$ cat src/rtl/mult_div_unit.sv
// Iterative radix-2 multiply/divide unit with HI/LO registers (MULT/MULTU/DIV/DIVU, MTHI/MTLO).
// One bit per cycle; start/busy/done handshake so the control unit can stall on a pending result.
module mult_div_unit #(
  parameter int WIDTH = 32
) (
  input  logic             clk,
  input  logic             rst_n,
  input  logic             start,
  input  logic [1:0]       op,
  input  logic [WIDTH-1:0] dato_A,
  input  logic [WIDTH-1:0] dato_B,
  input  logic             hi_wr,
  input  logic             lo_wr,
  input  logic [WIDTH-1:0] write_data,
  output logic             busy,
  output logic             done,
  output logic             div_by_zero,
  output logic [WIDTH-1:0] hi,
  output logic [WIDTH-1:0] lo
);

  typedef enum logic [1:0] {IDLE, RUN, FIX} state_t;

  localparam logic [5:0] LAST_ITER = 6'(WIDTH - 1);

  state_t             state, state_next;
  logic [5:0]         cnt;
  logic [1:0]         op_q;
  logic [WIDTH-1:0]   a_orig;
  logic [WIDTH-1:0]   opnd;
  logic [2*WIDTH-1:0] acc;
  logic [WIDTH-1:0]   rem;
  logic               neg_q;
  logic               neg_r;
  logic               b_zero;

  logic               a_neg, b_neg;
  logic [WIDTH-1:0]   a_abs, b_abs;
  logic [WIDTH:0]     mul_sum;
  logic [WIDTH:0]     div_shift;
  logic [WIDTH-1:0]   div_diff;
  logic               div_take;
  logic [2*WIDTH-1:0] prod;
  logic [WIDTH-1:0]   quo, remv;

  always_ff @(posedge clk or negedge rst_n) begin
    if (!rst_n) state <= IDLE;
    else        state <= state_next;
  end

  always_comb begin
    state_next = state;
    case (state)
      IDLE:    if (start) state_next = RUN;
      RUN:     if (cnt == LAST_ITER) state_next = FIX;
      FIX:     state_next = IDLE;
      default: state_next = IDLE;
    endcase
  end

  // op[0]=1 selects the unsigned variants, so sign handling only applies when op[0]=0.
  always_comb begin
    a_neg     = ~op[0] & dato_A[WIDTH-1];
    b_neg     = ~op[0] & dato_B[WIDTH-1];
    a_abs     = a_neg ? -dato_A : dato_A;
    b_abs     = b_neg ? -dato_B : dato_B;
    mul_sum   = {1'b0, acc[2*WIDTH-1:WIDTH]} + (acc[0] ? {1'b0, opnd} : '0);
    div_shift = {rem, acc[WIDTH-1]};
    div_take  = (div_shift >= {1'b0, opnd});
    div_diff  = div_shift[WIDTH-1:0] - opnd;
    prod      = neg_q ? -acc : acc;
    quo       = neg_q ? -acc[WIDTH-1:0] : acc[WIDTH-1:0];
    remv      = neg_r ? -rem : rem;
  end

  always_ff @(posedge clk or negedge rst_n) begin
    if (!rst_n) begin
      cnt         <= '0;
      op_q        <= '0;
      a_orig      <= '0;
      opnd        <= '0;
      acc         <= '0;
      rem         <= '0;
      neg_q       <= 1'b0;
      neg_r       <= 1'b0;
      b_zero      <= 1'b0;
      busy        <= 1'b0;
      done        <= 1'b0;
      div_by_zero <= 1'b0;
      hi          <= '0;
      lo          <= '0;
    end else begin
      done <= 1'b0;
      case (state)
        IDLE: begin
          if (start) begin
            op_q   <= op;
            a_orig <= dato_A;
            neg_q  <= a_neg ^ b_neg;
            neg_r  <= a_neg;
            b_zero <= (dato_B == '0);
            cnt    <= '0;
            rem    <= '0;
            busy   <= 1'b1;
            // Divide keeps the dividend in acc's low half and shifts quotient bits in behind it.
            if (op[1]) begin
              opnd <= b_abs;
              acc  <= {{WIDTH{1'b0}}, a_abs};
            end else begin
              opnd <= a_abs;
              acc  <= {{WIDTH{1'b0}}, b_abs};
            end
          end else begin
            if (hi_wr) hi <= write_data;
            if (lo_wr) lo <= write_data;
          end
        end
        RUN: begin
          cnt <= cnt + 6'd1;
          if (op_q[1]) begin
            acc[WIDTH-1:0] <= {acc[WIDTH-2:0], div_take};
            rem            <= div_take ? div_diff : div_shift[WIDTH-1:0];
          end else begin
            acc <= {mul_sum, acc[WIDTH-1:1]};
          end
        end
        FIX: begin
          busy <= 1'b0;
          done <= 1'b1;
          if (op_q[1]) begin
            if (b_zero) begin
              lo          <= '1;
              hi          <= a_orig;
              div_by_zero <= 1'b1;
            end else begin
              lo          <= quo;
              hi          <= remv;
              div_by_zero <= 1'b0;
            end
          end else begin
            {hi, lo}    <= prod;
            div_by_zero <= 1'b0;
          end
        end
        default: ;
      endcase
    end
  end

endmodule
$ cat config.mk
export PLATFORM = sky130hd
export DESIGN_NAME = mult_div_unit
export DESIGN_NICKNAME = d
export VERILOG_FILES = /design/src/rtl/mult_div_unit.sv
export SDC_FILE = /design/constraint.sdc
export NUM_CORES = 1
export LEC_CHECK = 0
export BUFFER_PORTS_ARGS = -buffer_cell sky130_fd_sc_hd__buf_2
export CAP_MARGIN = 20
export CORE_UTILIZATION = 40
export CTS_CLUSTER_DIAMETER = 80
export DETAILED_ROUTE_END_ITERATION = 8
export GPL_ROUTABILITY_DRIVEN = 0
export PLACE_DENSITY = 0.62
export RECOVER_POWER = 100
export REMOVE_ABC_BUFFERS = 1
export SYNTH_ARGS = -nofsm -noshare
export SYNTH_HDL_FRONTEND = slang
export SYNTH_SLANG_ARGS = --single-unit
$ cat constraint.sdc
create_clock -name clk -period 9.78 [get_ports clk]
set_input_delay 0.489 -clock clk [delete_from_list [all_inputs] [get_ports clk]]
set_output_delay 0.489 -clock clk [all_outputs]
set_load 0.01 [all_outputs]
==> flow_summary.yaml <==
global_route:
  overflow: 0
  track_usage_pct: 26.62
  antenna_found_initial: 0
  grt_max_degree: 119
  grt_pass1_wl_um: 96720
  grt_pass1_vias: 16520
power_and_ir_drop:
  peakVddDrop_v: 0.0001533
  power_w: 0.007417
  cellLeakagePower_nw: 8.713
  power.density_nw_per_um2: 362.3
job:
  cap_violations: 10
synth:
  synth_edf_count: 0
  ys_seq_area_share_pct: 32.61
  synth_warnings: 0
  synthArstFlopShare_pct: 100.0
  syn_area_per_cell_um2: 8.168
  synthFlopType: "dfrtp_1"
  synth_area_um2: 18340
  ys_types: 75
  synth_cells: 2245
  synth_seq_cells: 239
setup_path:
  crit_arrival_ns: 6.47
  r2r_cells: 7
  crit_type: "flop to flop"
  crit_required_ns: 10.24
  critPathCaptureType: "flop"
  r2r_slack_ns: 3.77
  cp_max_fo: 88
  worstReg2RegStart: "state[1]"
  cp-start-kind: "flop"
  reg2reg_to: "rem[30]"
die:
  initial_utilization_pct: 40.50
  rows: 78
  top_level_ports: 170
  die-width_um: 216.1
  core_region_area_um2: 45280
  die_y_um: 216.1
  die_area_um2: 46700
route:
  met1_length_um: 27710
  wl_per_cell_um: 21.52
  first_pass_iters: 7
  initialDrtViolationCount: 1596
  dr_wl_met3_um: 4592
  via_per_inst: 5.936
  drt_wl_total_um: 63490
  dr_wl_met2_um: 28590
  dr.max_layer_used: "met4"
  final_antenna_net_count: 0
  drc: 0
  num_vias: 17510
place:
  post-place-ws_ns: 5.352
  post-dp-hpwl_um: 47200
  port_buffers: 169
layout:
  mostFrequentLayoutCell: "nand2_1"
  multi_input_area_um2: 11490
  num-nets-final: 2502
  area_growth_pct: 11.64
  final_cell_mix: "nand2_1, o21ai_0, dfrtp_1"
  fillerInstances: 4582
  drive_above_1_share_pct: 10.17
  num_antenna_cells: 0
  regArea_um2: 5983
outcome:
  status: "finished, violations left"
  violations: "max-capacitance violations, max-slew violations"
cts:
  path_clk_slew_ns: 0.06
  h-tree-depth: 1
  cts_hold_buffers: 0
  postCtsSetupBuffers: 0
  clock_sinks: 239
  clock_latency_ns: 0.57
  numCtsBuffers: 28
  cts-root-buf: "clkbuf_16"
  cts_tree: "yes"
  cts_buffer_depth: 3
  post_cts_resized: 0
timing:
  post-route-period-util_pct: 61.47
  maxSlewHeadroom_pct: -171.4
  slew_viol_final: 466
  hold_violations: 0
  fmax_ghz: 0.1663
  fin_ws_ns: 3.768
  grt_setup_unrepaired: "false"
  period_minus_slack_ns: 6.012
  tns_ns: 0
  skew_ns: 0.01556
  worst_pin_slew_ns: 4.072
  setup_viol: 0
min_path:
  hp-class: "input pin to asynchronous set/reset pin"
flip-flops by register name (all words and copies together) (netlist names), 2 cells and up:
signal and count:
acc 64, state 2, opnd 32, hi 32
a_orig 32, rem 32, cnt 6, lo 32
where the power goes:
group / switching (W) / leakage, nW / total [W] / internal (W)
logic: 0.00248 / 5.24 / 0.00422 / 0.00175
clock network: 0.000455 / 0.500 / 0.00116 / 0.000701
registers: 0.000581 / 2.97 / 0.00204 / 0.00146
through the flow:
stage | hold slack [ns] | area [µm²] | instances | util, %
floorplan | 0.1934 | 17740 | 2104 | -
global placement | 0.4571 | 19550 | 2895 | 43.17
detailed placement | 0.4618 | 19550 | 2895 | 43.17
CTS | 0.05010 | 20560 | 2947 | 45.41
global route | 0.07374 | 20470 | 2950 | 45.21
finish | 0.007598 | 20470 | 2950 | 45.21
cell type report:
cell class | instances | share of cell area, %
Multi-Input combinational cell | 1793 | 56.14
Sequential cell | 239 | 29.23
Timing Repair Buffer | 194 | 4.682
Clock buffer | 39 | 4.070
Tap cell | 600 | 3.667
Inverter | 72 | 1.320
Clock inverter | 13 | 0.8923
synth_stat cells, drive strengths merged (14+ instances only):
cell	number	share of area (%)
or4	15	0.74
a21o	38	1.6
nor2	189	3.9
inv	72	1.5
a21oi	174	4.8
buf	20	0.55
or3	25	0.85
nand3	61	1.7
nor4	17	0.58
ha	69	4.7
o41ai	18	0.94
o221ai	21	1.0
nor3	34	0.93
a31oi	17	0.58
xor2	83	4.0
o21ai	243	6.6
dfrtp	239	33
o22ai	36	1.2
nand4	14	0.48
nand2	245	5.0
nor2b	14	0.48
a211oi	18	0.74
mux2i	76	4.1
clkbuf	121	2.7
o31ai	47	1.9
nand2b	28	1.0
mux2	41	2.5
xnor2	119	5.7
metal layers:
layer | vias up | GRT usage, %
li1 | 8243 | -
met1 | 8391 | 36.25
met2 | 755 | 42.38
met3 | 123 | 4.056
met4 | 0 | 10.31
met5 | - | 0
how the worst max path moves through the flow:
stage	startpoint	end	depth (start not counted)
after floorplan	rem[0]	rem[30]	10
after global placement	acc[0]	acc[63]	12
after detailed placement	acc[0]	acc[63]	12
after CTS	acc[0]	acc[63]	12
after global routing	state[1]	rem[30]	7
final	state[1]	rem[30]	7
cell families after synthesis:
group,Yosys count,share of synthesized area (%)
AOI/OAI and AO/OA,700,23.42
buffers and inverters,213,4.715
DFF,239,32.61
adders and majority gates,71,4.926
xor gates and xnor gates,202,9.648
and+or+nand+nor,703,17.99
muxes,117,6.687
critical path, stage by stage (launching register included):
cell	delay [ns]
dfrtp_1	0.45
nand2b_2	0.15
clkbuf_1	1.69
nand2_1	1.91
buf_4	0.88
nand3_1	0.21
o21ai_0	0.16
a31o_2	0.30
(Power assumes the default switching activity.)
